<file path="src/rtl/arbiter_puf_pkg.sv">
// arbiter_puf_pkg: shared state encoding, LFSR tap masks and clog2 helper for the arbiter PUF engine
package arbiter_puf_pkg;
  typedef enum logic [2:0] {IDLE, LOAD, LAUNCH, SETTLE, SAMPLE, RELAX, NEXT, DONE} state_t;
  function automatic int clog2(input int v);
    int r;
    r = 0;
    while ((1 << r) < v) r++;
    return r;
  endfunction
  function automatic logic [31:0] lfsr_mask(input int n);
    case (n)
      8:       return 32'h0000_00B8;
      9:       return 32'h0000_0110;
      10:      return 32'h0000_0240;
      11:      return 32'h0000_0500;
      12:      return 32'h0000_0E08;
      13:      return 32'h0000_1C80;
      14:      return 32'h0000_3802;
      15:      return 32'h0000_6000;
      16:      return 32'h0000_B400;
      17:      return 32'h0001_2000;
      18:      return 32'h0002_0400;
      19:      return 32'h0007_2000;
      20:      return 32'h0009_0000;
      21:      return 32'h0014_0000;
      22:      return 32'h0030_0000;
      23:      return 32'h0042_0000;
      24:      return 32'h00E1_0000;
      25:      return 32'h0120_0000;
      26:      return 32'h0200_0023;
      27:      return 32'h0400_0013;
      28:      return 32'h0900_0000;
      29:      return 32'h1400_0000;
      30:      return 32'h2000_0029;
      31:      return 32'h4800_0000;
      default: return 32'h8020_0003;
    endcase
  endfunction
endpackage

</file>
<file path="src/rtl/puf_core.sv">
// puf_core: symmetric C_LENGTH-stage switch-box delay chain racing one launch edge into an arbiter flop
module puf_core #(
  parameter int C_LENGTH = 16
) (
  input  logic                launch,
  input  logic [C_LENGTH-1:0] challenge,
  output logic                raw
);
  logic t_end, b_end;
  for (genvar i = 0; i < C_LENGTH; i++) begin : g_st
    logic t_in, b_in, t, b;
    if (i == 0) begin : g_first
      assign t_in = launch;
      assign b_in = launch;
    end else begin : g_rest
      assign t_in = g_st[i-1].t;
      assign b_in = g_st[i-1].b;
    end
    assign t = challenge[i] ? b_in : t_in;
    assign b = challenge[i] ? t_in : b_in;
  end
  assign t_end = g_st[C_LENGTH-1].t;
  assign b_end = g_st[C_LENGTH-1].b;
  // arbiter: records 1 when the top path arrived before the bottom path's edge
  always_ff @(posedge b_end) raw <= t_end;
endmodule

</file>
<file path="src/rtl/arbiter_puf_engine.sv">
// arbiter_puf_engine: LFSR challenge sequencer with majority-voted PUF response; ARBITER_PUF_STABILITY_EN adds per-bit unstable flags
module arbiter_puf_engine
  import arbiter_puf_pkg::*;
#(
  parameter int C_LENGTH   = 16,
  parameter int RESP_WIDTH = 8,
  parameter int NUM_EVAL   = 5,
  parameter int SETTLE_CYC = 4
) (
  input  logic                  clk,
  input  logic                  rst,
  input  logic                  start,
  input  logic [C_LENGTH-1:0]   seed,
  output logic                  busy,
  output logic                  done,
  output logic [RESP_WIDTH-1:0] response
`ifdef ARBITER_PUF_STABILITY_EN
  ,
  output logic [RESP_WIDTH-1:0] unstable
`endif
);
  localparam int EW = clog2(NUM_EVAL + 1);
  localparam int BW = clog2(RESP_WIDTH + 1);
  localparam int TW = clog2(SETTLE_CYC + 1);
  localparam logic [C_LENGTH-1:0] MASK = C_LENGTH'(lfsr_mask(C_LENGTH));
  state_t                state;
  logic [C_LENGTH-1:0]   lfsr, lfsr_nxt, challenge;
  logic                  launch, raw_bit, vbit, unan, last_bit;
  logic [1:0]            sync;
  logic [EW-1:0]         cnt, eval_idx;
  logic [BW-1:0]         bit_idx;
  logic [TW-1:0]         tmr;
  logic [RESP_WIDTH-1:0] shreg;
  assign challenge = lfsr;
  assign lfsr_nxt  = (lfsr >> 1) ^ (lfsr[0] ? MASK : '0);
  assign vbit      = cnt > EW'(NUM_EVAL / 2);
  assign unan      = (cnt == '0) || (cnt == EW'(NUM_EVAL));
  assign last_bit  = bit_idx == BW'(RESP_WIDTH - 1);
  (* dont_touch = "true", keep_hierarchy = "yes" *)
  puf_core #(.C_LENGTH(C_LENGTH)) u_core (
    .launch    (launch),
    .challenge (challenge),
    .raw       (raw_bit)
  );
  // two-flop synchroniser bringing the arbiter decision into the clk domain
  always_ff @(posedge clk or posedge rst)
    if (rst) sync <= '0;
    else sync <= {sync[0], raw_bit};
  // sequencer: load seed, launch/settle/sample/relax NUM_EVAL times per bit, vote, advance LFSR
  always_ff @(posedge clk or posedge rst)
    if (rst) begin
      state    <= IDLE;
      lfsr     <= C_LENGTH'(1);
      launch   <= 1'b0;
      busy     <= 1'b0;
      done     <= 1'b0;
      response <= '0;
      shreg    <= '0;
      cnt      <= '0;
      eval_idx <= '0;
      bit_idx  <= '0;
      tmr      <= '0;
    end else begin
      case (state)
        IDLE: if (start) begin
          state <= LOAD;
          busy  <= 1'b1;
          lfsr  <= (seed == '0) ? C_LENGTH'(1) : seed;
        end
        LOAD: begin
          cnt      <= '0;
          eval_idx <= '0;
          bit_idx  <= '0;
          tmr      <= '0;
          state    <= LAUNCH;
        end
        LAUNCH: begin
          launch <= 1'b1;
          tmr    <= '0;
          state  <= SETTLE;
        end
        SETTLE: begin
          tmr   <= (tmr == TW'(SETTLE_CYC - 1)) ? '0 : tmr + 1'b1;
          state <= (tmr == TW'(SETTLE_CYC - 1)) ? SAMPLE : SETTLE;
        end
        SAMPLE: begin
          cnt   <= cnt + EW'(sync[1]);
          state <= RELAX;
        end
        RELAX: begin
          launch <= 1'b0;
          tmr    <= (tmr == TW'(SETTLE_CYC - 1)) ? '0 : tmr + 1'b1;
          if (tmr == TW'(SETTLE_CYC - 1)) begin
            eval_idx <= (eval_idx < EW'(NUM_EVAL - 1)) ? eval_idx + 1'b1 : eval_idx;
            state    <= (eval_idx < EW'(NUM_EVAL - 1)) ? LAUNCH : NEXT;
          end
        end
        NEXT: begin
          shreg    <= RESP_WIDTH'({shreg, vbit});
          lfsr     <= lfsr_nxt;
          cnt      <= '0;
          eval_idx <= '0;
          bit_idx  <= last_bit ? bit_idx : bit_idx + 1'b1;
          state    <= last_bit ? DONE : LAUNCH;
          done     <= last_bit;
          if (last_bit) response <= RESP_WIDTH'({shreg, vbit});
        end
        DONE: begin
          done  <= 1'b0;
          busy  <= 1'b0;
          state <= IDLE;
        end
        default: state <= IDLE;
      endcase
    end
`ifdef ARBITER_PUF_STABILITY_EN
  logic [RESP_WIDTH-1:0] ushreg;
  // non-unanimous vote flags, shifted in step with the response bits
  always_ff @(posedge clk or posedge rst)
    if (rst) begin
      ushreg   <= '0;
      unstable <= '0;
    end else if (state == NEXT) begin
      ushreg <= RESP_WIDTH'({ushreg, ~unan});
      if (last_bit) unstable <= RESP_WIDTH'({ushreg, ~unan});
    end
`else
  logic unused_unan;
  assign unused_unan = unan;
`endif
endmodule
</file>
<file path="config.mk">
export PLATFORM = sky130hd
export DESIGN_NAME = arbiter_puf_engine
export DESIGN_NICKNAME = d
export VERILOG_FILES = /design/src/rtl/arbiter_puf_pkg.sv /design/src/rtl/puf_core.sv /design/src/rtl/arbiter_puf_engine.sv
export SDC_FILE = /design/constraint.sdc
export NUM_CORES = 1
export LEC_CHECK = 0
export CAP_MARGIN = 40
export CORE_ASPECT_RATIO = 0.9
export CORE_MARGIN = 2
export CORE_UTILIZATION = 45
export CTS_BUF_LIST = sky130_fd_sc_hd__clkbuf_8
export DETAILED_ROUTE_END_ITERATION = 16
export PLACE_DENSITY = 0.72
export SYNTH_ARGS = -nofsm -noshare
export SYNTH_HDL_FRONTEND = slang
export SYNTH_SLANG_ARGS = --single-unit
</file>
<file path="constraint.sdc">
create_clock -name clk -period 3.4 [get_ports clk]
set_clock_uncertainty 0.05 [all_clocks]
set_input_delay 0.51 -clock clk [delete_from_list [all_inputs] [get_ports clk]]
set_output_delay 0.51 -clock clk [all_outputs]
set_load 0.05 [all_outputs]
</file>
==> results.md, run 1 <==
| Item | Value | Unit |
|:---|:---|:---|
| Buffer depth of the longest clock path | 2 | - |
| Flip-flop and latch area | 920.9 | um^2 |
| Accumulated negative setup slack | 0 | ns |
| Global-route wire length before repair | 5802 | um |
| Number of remaining DRC errors | 0 | - |
| Clock power frac | 0.262 | - |
| Final Hold Fails | 0 | - |
| Antenna Cells | 0 | - |
| Via count of the first global-routing pass | 1284 | - |
| Achievable Freq | 0.4399 | GHz |
| Mean routed wirelength per cell | 14.39 | um |
| Part of the power in combinational logic | 0.241 | - |
| Placed cells | 214 | - |
| Cells after Synth | 168 | - |
| Die Y | 63.49 | um |
| Remaining antenna violation count after routing | 0 | - |
| Count of TritonRoute iterations in the first routing pass | 4 | - |
| Syn. warnings | 0 | - |
| Ratio of cells with drive above 1 in the final layout | 0.1193 | - |
| Max-slew violations | 0 | - |
| Worst slew pin tran | 0.8010 | ns |
| Placed wire-length estimate | 2117 | um |
| Worst vdd rail ir drop | 0.0004031 | V |
| Post-cts gate resize count | 0 | - |
| I/O pin count | 29 | - |
| Number of cell rows | 21 | - |
| GRT Total Usage | 0.1689 | - |
| Number of filler instances in the final layout | 340 | - |
| Net count reported at finish | 199 | - |
| Max-slew headroom | 0.4660 | - |
| Hold WC Path Type | reg -> reg | - |
| Power spent charging and discharging nets | 424.9 | uW |
| Number of max-cap violations | 0 | - |
| Largest fanout on the critical path | 28 | - |
| Setup repair after global routing missed its margin | false | - |
| Area of the die | 4450 | um^2 |
| Number of unconstrained endpoints | 2 | - |
| Worst endpoint required time | 3.53 | ns |
| Leakage power summed over all cells | 0.0009487 | uW |
| Sequential power share | 0.497 | - |
| Internal power | 781.4 | uW |
| Result of the run | complete, no violations | - |
| Combined area of all synthesized cells | 1769 | um^2 |
| Count of buffers added by post-CTS timing repair for setup | 0 | - |
| Count of unclocked register or latch pins | 1 | - |
| Type of destination of the critical path | register | - |
| Via count of the routed design | 1253 | - |
| Worst hold-check slack | 0.3024 | ns |
| Area of the core region | 3757 | um^2 |
| Mean post-synth cell area | 10.53 | um^2 |
| Period utilisation layout | 0.6685 | - |
| Data arrival time of the worst path | 2.40 | ns |
| Worst setup SP type | register | - |
| Number of buffers added on ports | 12 | - |
| Syn Nets | 192 | - |
| Maximum level of the CTS H-tree | 2 | - |
| Placer congestion estimate | 0.8429 | - |
| Post-Route Utilization | 0.5221 | - |
| Cell area power density | 614.9 | nW/um^2 |
| Largest net degree at the start of global routing | 37 | - |
| Proportion of total power due to net switching | 0.3522 | - |
| TritonCTS Buffers | 5 | - |
| Total wire length after detailed routing | 3194 | um |
| Clock input transition at the sequential cells of the worst setup and hold paths | 0.07 | ns |
| Number of non-filler instances in the completed layout | 222 | - |
| Clock Tree Root | clkbuf_8 | - |
| Insertion delay to the later sink of the worst-skew pair | 0.29 | ns |
| Vias per cell | 5.644 | - |
| Shortest period the worst path allows | 2.273 | ns |
| Starting density of the core | 0.4709 | - |
| Detailed Route Iter0 Violations | 88 | - |
| Area growth from synthesis to layout | 10.89 | % |
| GR Overflow Total | 0 | - |
| TritonCTS clock tree | yes | - |
| Number of antenna violations at the first check in global routing | 0 | - |
| Area of the multi-input gates | 732.0 | um^2 |
| # hold bufs at CTS | 0 | - |
| Setup violations, final | 0 | - |
| Path type of the worst setup path | reg -> reg | - |
| Die extent in x | 70.10 | um |
==> worst max-delay path: stages (launching register included) <==
cell and delay, ns:
dfrtp_1 0.87, nand3b_1 0.46, nor2_1 0.21, buf_4 0.21, mux2_2 0.36
==> power groups by stage <==
stage | sequential, uW | combinational, uW | clock (uW)
6_report | 600 | 291 | 316
5_1_grt | 616 | 332 | 346
4_1_cts | 598 | 293 | 326
3_5_place_dp | 606 | 291 | 0
3_3_place_gp | 600 | 275 | 0
2_1_floorplan | 541 | 315 | 0
==> state kept, by name, indices dropped and copies added, names as in the netlist <==
signal,cells
bit_idx,4
busy,1
cnt,3
done,1
eval_idx,3
launch,1
response,8
shreg,7
state,3
sync,2
tmr,3
u_core/raw,1
==> routing by layer <==
| metal | GRT usage | vias up | share of wire |
|---|---|---|---|
| met5 | 0 | - | 0 |
| met4 | 0.08173 | 0 | 0.016 |
| met1 | 0.2092 | 625 | 0.45 |
| met2 | 0.2714 | 18 | 0.50 |
| li1 | - | 606 | - |
| met3 | 0.04800 | 4 | 0.037 |
==> worst paths after layout <==
path                       startpoint     endpoint  slack, ns  cells past startpoint
max reg2reg                  state[1]  response[2]       1.13                      4
max                          state[1]  response[2]       1.13                      4
min reg2reg                   sync[0]      sync[1]       0.30                      0
min                           sync[0]      sync[1]       0.30                      0
max in group asynchronous         rst  eval_idx[1]       2.41                      3
min in group asynchronous         rst     shreg[1]       0.57                      3
==> layout make-up <==
cell class,instances,area share
inverter,6,0.01148
clock buffer,6,0.04209
tap,46,0.02934
timing repair buffer,14,0.06888
sequential,37,0.4694
multi-input combinational,111,0.3731
clock inverter,2,0.005740
==> stage by stage <==
| stage | power, uW | worst slack (ns) | area (um^2) |
|---|---|---|---|
| finish | 1206 | 1.127 | 1962 |
| global route | 1293 | 0.9718 | 1962 |
| CTS | 1218 | 1.118 | 1962 |
| detailed placement | 897.1 | 1.133 | 1868 |
| global placement | 875.1 | 1.205 | 1868 |
| floorplan | 856.3 | 1.907 | 1769 |
==> layout by cell type (no fill, tap or decap), drive strengths merged, types with 2 or more instances in the layout <==
master,instances
dfrtp,36
nand2,32
clkdlybuf4s50,12
mux2,8
inv,7
nor2,6
clkbuf,6
a21oi,5
ha,5
nand2b,4
nand3,4
nor2b,3
o31ai,3
a21o,2
nand3b,2
mux2i,2
and3,2
nand4,2
o311ai,2
a22oi,2
o2bb2ai,2
a31oi,2
a211oi,2
o21ai,2
a221o,2
buf,2
No activity file was read; power rests on OpenSTA's default activity.
==> run 2, diff against run 1 <==
- clock period: 3.4 -> 2.21 ns (I/O delays scaled with it)
==> run 2 against run 1 <==
Routed wire length is essentially flat. Sequential share of layout area shrank 0.71 points. Register-to-register slack lost 0.74 ns. Core utilization grew 0.80 points. Critical path type is now reg -> out.
==> results.md, run 2 (same netlist as run 1, synthesis figures left out) <==
| Item | Value | Unit | Change |
|:---|:---|:---|:---|
| Result of the run | complete, no violations | - |  |
| Power spent charging and discharging nets | 660.3 | uW | +55% |
| Ratio of cells with drive above 1 in the final layout | 0.1389 | - | +0.01957 |
| Count of unclocked register or latch pins | 1 | - | unchanged |
| Number of buffers added on ports | 12 | - | unchanged |
| Area growth from synthesis to layout | 12.59 | % |  |
| Critical-path cell list | clkdlybuf4s50_1 | - |  |
| Die Y | 63.49 | um | unchanged |
| Shortest period the worst path allows | 1.848 | ns |  |
| Worst endpoint required time | 1.83 | ns | -1.70 ns |
| Worst slew pin tran | 0.5782 | ns | -0.2228 ns |
| Part of the power in combinational logic | 0.301 | - | +0.060 |
| Achievable Freq | 0.5411 | GHz |  |
| Die extent in x | 70.10 | um | unchanged |
| GRT Total Usage | 0.1652 | - | -0.003633 |
| Antenna Cells | 0 | - | unchanged |
| TritonCTS clock tree | yes | - |  |
| Detailed Route Iter0 Violations | 82 | - | -6.8% |
| Slowest library cell on the worst path | clkdlybuf4s50_1 | - |  |
| Vias per cell | 5.642 | - | about the same |
| Buffer depth of the longest clock path | 2 | - | unchanged |
| Setup violations, final | 0 | - | unchanged |
| Number of unconstrained endpoints | 2 | - | unchanged |
| Clock Tree Root | clkbuf_8 | - |  |
| Slack of the worst reg-to-reg path | 0.39 | ns | -0.74 ns |
| Final Hold Fails | 0 | - | unchanged |
| Via count of the routed design | 1275 | - | +1.8% |
| Launching instance or port of the critical path | done | - |  |
| Max-slew violations | 0 | - | unchanged |
| Number of non-filler instances in the completed layout | 226 | - | +1.8% |
| Launching point of the worst reg2reg path | state[1] | - |  |
| Largest net degree at the start of global routing | 37 | - | unchanged |
| Global-route wire length before repair | 5747 | um | -0.95% |
| Max-slew headroom | 0.6137 | - | +0.1478 |
| Placer congestion estimate | 0.8767 | - | +4.0% |
| WP buf/inv | 1 | - | unchanged |
| Accumulated negative setup slack | 0 | ns | unchanged |
| Total wire length after detailed routing | 3191 | um | about the same |
| Worst vdd rail ir drop | 0.0006702 | V | +66% |
| Path type of the worst setup path | reg -> out | - |  |
| Clock power frac | 0.255 | - | -0.007 |
| Placed wire-length estimate | 2118 | um | about the same |
| Post-cts gate resize count | 0 | - | unchanged |
| Largest stage delay, worst path | 0.81 | ns | -0.06 ns |
| Endpoint of the lowest-slack register-to-register path | response[2] | - |  |
| Area of the core region | 3757 | um^2 | unchanged |
| Clock input transition at the sequential cells of the worst setup and hold paths | 0.07 | ns | about the same |
| Internal power | 1232 | uW | +58% |
| Register-to-Register Path Depth | 4 | - | unchanged |
| Number of max-cap violations | 0 | - | unchanged |
| Kind of cell with the highest combined delay on the critical path | buffers and inverters | - |  |
| Starting density of the core | 0.4709 | - | unchanged |
| Data arrival time of the worst path | 1.47 | ns | -0.93 ns |
| Number of antenna violations at the first check in global routing | 0 | - | unchanged |
| Leading registers by flop count | response x8, shreg x7, bit_idx x4 | - |  |
| # hold bufs at CTS | 0 | - | unchanged |
| Proportion of total power due to net switching | 0.3489 | - | -0.003317 |
| Remaining antenna violation count after routing | 0 | - | unchanged |
| Leakage power summed over all cells | 0.0009671 | uW | +1.9% |
| Worst setup SP type | register | - |  |
| Count of TritonRoute iterations in the first routing pass | 4 | - | unchanged |
| Period utilisation layout | 0.8363 | - |  |
| Count of buffers added by post-CTS timing repair for setup | 0 | - | unchanged |
| Sequential power share | 0.444 | - | -0.053 |
| Largest fanout on the critical path | 2 | - | -93% |
| Type of destination of the critical path | output pin | - |  |
| Placed cells | 218 | - | +1.9% |
| Setup repair after global routing missed its margin | false | - |  |
| Non-Filler Cell Area, Final | 1992 | um^2 | +1.5% |
| GR Overflow Total | 0 | - | unchanged |
| Via count of the first global-routing pass | 1278 | - | -0.47% |
| TritonCTS Buffers | 5 | - | unchanged |
| Number of filler instances in the final layout | 332 | - | -2.4% |
| Commonest non-fill, non-tap cells in the layout | dfrtp_1, nand2_1, clkdlybuf4s50_1 | - |  |
| Insertion delay to the later sink of the worst-skew pair | 0.29 | ns | about the same |
| Hold WC Path Type | reg -> reg | - |  |
| Number of remaining DRC errors | 0 | - | unchanged |
| Logic depth of the worst setup path including buffers | 1 | - | -3 |
| Area of the die | 4450 | um^2 | unchanged |
| Endpoint of the worst setup timing path | done | - |  |
| Flip-flop count of the largest register after layout | 8 | - | unchanged |
| Number of cell rows | 21 | - | unchanged |
| Most common library cell in the layout ignoring fill and taps | dfrtp_1 | - |  |
| I/O pin count | 29 | - | unchanged |
| Net count reported at finish | 203 | - | +2.0% |
| Mean routed wirelength per cell | 14.12 | um | -1.9% |
| Cell area after placement | 1898 | um^2 | +1.6% |
| Cell area power density | 950.0 | nW/um^2 | +54% |
| Maximum level of the CTS H-tree | 2 | - | unchanged |
| Largest register by flop count | response | - |  |
run 2: changes by cell type in the layout (fill, tap and decap cells not counted), sizes merged:
cell / change
buf: +4
run 2: power groups by stage:
stage / Sequential (uW) / Combinational, uW / Clock [uW]
after detailed placement: 850 / 565 / 0
after global placement: 841 / 539 / 0
after floorplan: 833 / 485 / 0
final: 841 / 570 / 482
after global routing: 858 / 641 / 521
after CTS: 840 / 570 / 496
run 2: stage by stage:
stage	util	hold WS [ns]	power, uW	setup WS [ns]
2_1_floorplan	-	0.2812	1317	0.7169
5_1_grt	0.5301	0.3242	2020	0.2420
3_3_place_gp	0.5052	0.2843	1380	0.4591
3_5_place_dp	0.5052	0.2881	1415	0.3986
6_report	0.5301	0.3040	1892	0.3618
4_1_cts	0.5301	0.3043	1905	0.3518
run 2: routing by layer:
layer / share of wire / vias up / global-route usage / routed length (um)
met5: 0 / - / 0 / 0
met4: 0.024 / 0 / 0.06490 / 76
met3: 0.049 / 12 / 0.05760 / 155
met2: 0.48 / 38 / 0.2679 / 1520
met1: 0.45 / 617 / 0.2025 / 1438
li1: - / 608 / - / -
run 2: cell type report:
cell class / count / area (um^2) / share of cell area
Clock buffer: 6 / 82.58 / 0.04146
Multi-Input combinational cell: 111 / 732.0 / 0.3675
Clock inverter: 2 / 11.26 / 0.005653
Timing Repair Buffer: 18 / 165.2 / 0.08291
Tap cell: 46 / 57.56 / 0.02889
Sequential cell: 37 / 920.9 / 0.4623
Inverter: 6 / 22.52 / 0.01131
run 2: how the worst min path moves through the flow:
stage	startpoint	end	slack, ns	cells past startpoint
after floorplan	sync[0]	sync[1]	0.28	0
after global placement	sync[0]	sync[1]	0.28	0
after detailed placement	sync[0]	sync[1]	0.29	0
after CTS	sync[0]	sync[1]	0.30	0
after global routing	sync[0]	sync[1]	0.32	0
final	sync[0]	sync[1]	0.30	0
==> run 3, diff against run 2 <==
- clock period: 2.21 -> 1.83 ns (I/O delays scaled with it)
==> run 3 against run 2 <==
Critical path depth did not move. Register-to-register slack got worse by 0.26 ns. Final area rose by 1.4%. Via count fell by 2.7%.
==> results.md, run 3 (same netlist as run 1, synthesis figures left out) <==
| Item | Value | Unit | Change |
|:---|:---|:---|:---|
| Result of the run | complete, no violations | - |  |
| Launching instance or port of the critical path | response[2] | - |  |
| Flip-flop count of the largest register after layout | 8 | - | unchanged |
| Worst hold-check slack | 0.3065 | ns | +0.002484 ns |
| Die Y | 63.49 | um | unchanged |
| Launching point of the worst reg2reg path | bit_idx[0] | - |  |
| Detailed Route Iter0 Violations | 86 | - | +4.9% |
| Accumulated negative setup slack | 0 | ns | unchanged |
| Buffer depth of the longest clock path | 2 | - | unchanged |
| Worst slew pin tran | 0.4957 | ns | -0.08248 ns |
| Shortest period the worst path allows | 1.779 | ns |  |
| Period utilisation layout | 0.9723 | - |  |
| Most common library cell in the layout ignoring fill and taps | dfrtp_1 | - |  |
| GR Overflow Total | 0 | - | unchanged |
| Largest fanout on the critical path | 2 | - | unchanged |
| Via count of the routed design | 1240 | - | -2.7% |
| Number of buffers added on ports | 12 | - | unchanged |
| Placer congestion estimate | 0.8043 | - | -8.3% |
| Kind of cell with the highest combined delay on the critical path | buffers and inverters | - |  |
| Max-slew headroom | 0.6685 | - | +0.05474 |
| Number of remaining DRC errors | 0 | - | unchanged |
| Clock input transition at the sequential cells of the worst setup and hold paths | 0.07 | ns | about the same |
| Insertion delay to the later sink of the worst-skew pair | 0.28 | ns | about the same |
| Mean routed wirelength per cell | 13.38 | um | -5.2% |
| Type of destination of the critical path | output pin | - |  |
| Cell area power density | 1183 | nW/um^2 | +24% |
| Path type of the worst setup path | reg -> out | - |  |
| Global-route wire length before repair | 5616 | um | -2.3% |
| Area growth from synthesis to layout | 14.14 | % |  |
| Number of antenna violations at the first check in global routing | 0 | - | unchanged |
| Clock Tree Root | clkbuf_8 | - |  |
| GRT Total Usage | 0.1588 | - | -0.006474 |
| Worst setup SP type | register | - |  |
| Starting density of the core | 0.4709 | - | unchanged |
| Antenna Cells | 0 | - | unchanged |
| Remaining antenna violation count after routing | 0 | - | unchanged |
| # hold bufs at CTS | 0 | - | unchanged |
| Net count reported at finish | 205 | - | +0.99% |
| Largest register by flop count | response | - |  |
| Area of the core region | 3757 | um^2 | unchanged |
| Count of TritonRoute iterations in the first routing pass | 4 | - | unchanged |
| Largest stage delay, worst path | 0.81 | ns | about the same |
| Total wire length after detailed routing | 3051 | um | -4.4% |
| Placed wire-length estimate | 2075 | um | -2.1% |
| Hold Path Origin | sync[0] | - |  |
| Count of unclocked register or latch pins | 1 | - | unchanged |
| Vias per cell | 5.439 | - | -3.6% |
| Number of max-cap violations | 0 | - | unchanged |
| Die extent in x | 70.10 | um | unchanged |
| Number of unconstrained endpoints | 2 | - | unchanged |
| Commonest non-fill, non-tap cells in the layout | dfrtp_1, nand2_1, clkdlybuf4s50_1, buf_4, mux2_2 | - |  |
| Achievable Freq | 0.5620 | GHz |  |
| Worst vdd rail ir drop | 0.0008361 | V | +25% |
| Critical-path cell list | clkdlybuf4s50_1 | - |  |
| TritonCTS Buffers | 5 | - | unchanged |
| Count of buffers added by post-CTS timing repair for setup | 0 | - | unchanged |
| Setup violations, final | 0 | - | unchanged |
| Final Hold Fails | 0 | - | unchanged |
| I/O pin count | 29 | - | unchanged |
| Hold WC Path Type | reg -> reg | - |  |
| WP buf/inv | 1 | - | unchanged |
| Number of cell rows | 21 | - | unchanged |
| Via count of the first global-routing pass | 1255 | - | -1.8% |
| Ratio of cells with drive above 1 in the final layout | 0.1648 | - | +0.02595 |
| TritonCTS clock tree | yes | - |  |
| Post-cts gate resize count | 0 | - | unchanged |
| Leading registers by flop count | response x8, shreg x7, bit_idx x4 | - |  |
| Slowest library cell on the worst path | clkdlybuf4s50_1 | - |  |
| Worst endpoint required time | 1.51 | ns | -0.32 ns |
| Maximum level of the CTS H-tree | 2 | - | unchanged |
| Area of the die | 4450 | um^2 | unchanged |
| Max-slew violations | 0 | - | unchanged |
| Leakage power summed over all cells | 0.0009858 | uW | +1.9% |
| Data arrival time of the worst path | 1.45 | ns | -0.02 ns |
| Setup repair after global routing missed its margin | false | - |  |
| Largest net degree at the start of global routing | 37 | - | unchanged |
-- run 3: per-stage QoR --
step           cells  utilization  total power [uW]  instance area (um^2)  setup WS, ns
3_5_place_dp     220       0.5078              1709                  1908        0.1278
6_report         228       0.5375              2388                  2019       0.05078
4_1_cts          228       0.5375              2412                  2019       0.03087
3_3_place_gp     220       0.5078              1671                  1908        0.1627
5_1_grt          228       0.5375              2559                  2019      0.004993
2_1_floorplan    168            -              1591                  1769        0.3369
-- run 3: worst paths after layout --
path	end	slack, ns	depth (start not counted)
worst max-delay path	response[2]	0.05	1
worst min register to register	sync[1]	0.31	0
max in group asynchronous	busy	1.07	3
worst max register to register	response[7]	0.13	5
worst min-delay path	sync[1]	0.31	0
min in group asynchronous	response[4]	0.32	3
-- run 3: where the power goes --
| group | leakage (uW) | switching, uW | internal, uW |
|---|---|---|---|
| clock network | 0.0000541 | 287 | 403 |
| logic | 0.000448 | 420 | 290 |
| registers | 0.000484 | 85.8 | 903 |
-- run 3: layout make-up --
| class | instances | area, um^2 |
|---|---|---|
| timing repair buffer | 20 | 175.2 |
| clock buffer | 5 | 68.82 |
| multi-input combinational | 111 | 732.0 |
| clock inverter | 3 | 42.54 |
| fill | 344 | 1738 |
| tap | 46 | 57.56 |
| inverter | 6 | 22.52 |
| sequential | 37 | 920.9 |
-- run 3: metal layers --
layer | part of all wire | vias to the layer above | track usage | routed length (um)
li1 | - | 612 | - | -
met1 | 0.48 | 596 | 0.2097 | 1477
met2 | 0.45 | 23 | 0.2440 | 1383
met3 | 0.039 | 9 | 0.05440 | 120
met4 | 0.023 | 0 | 0.05529 | 69
met5 | 0 | - | 0 | 0
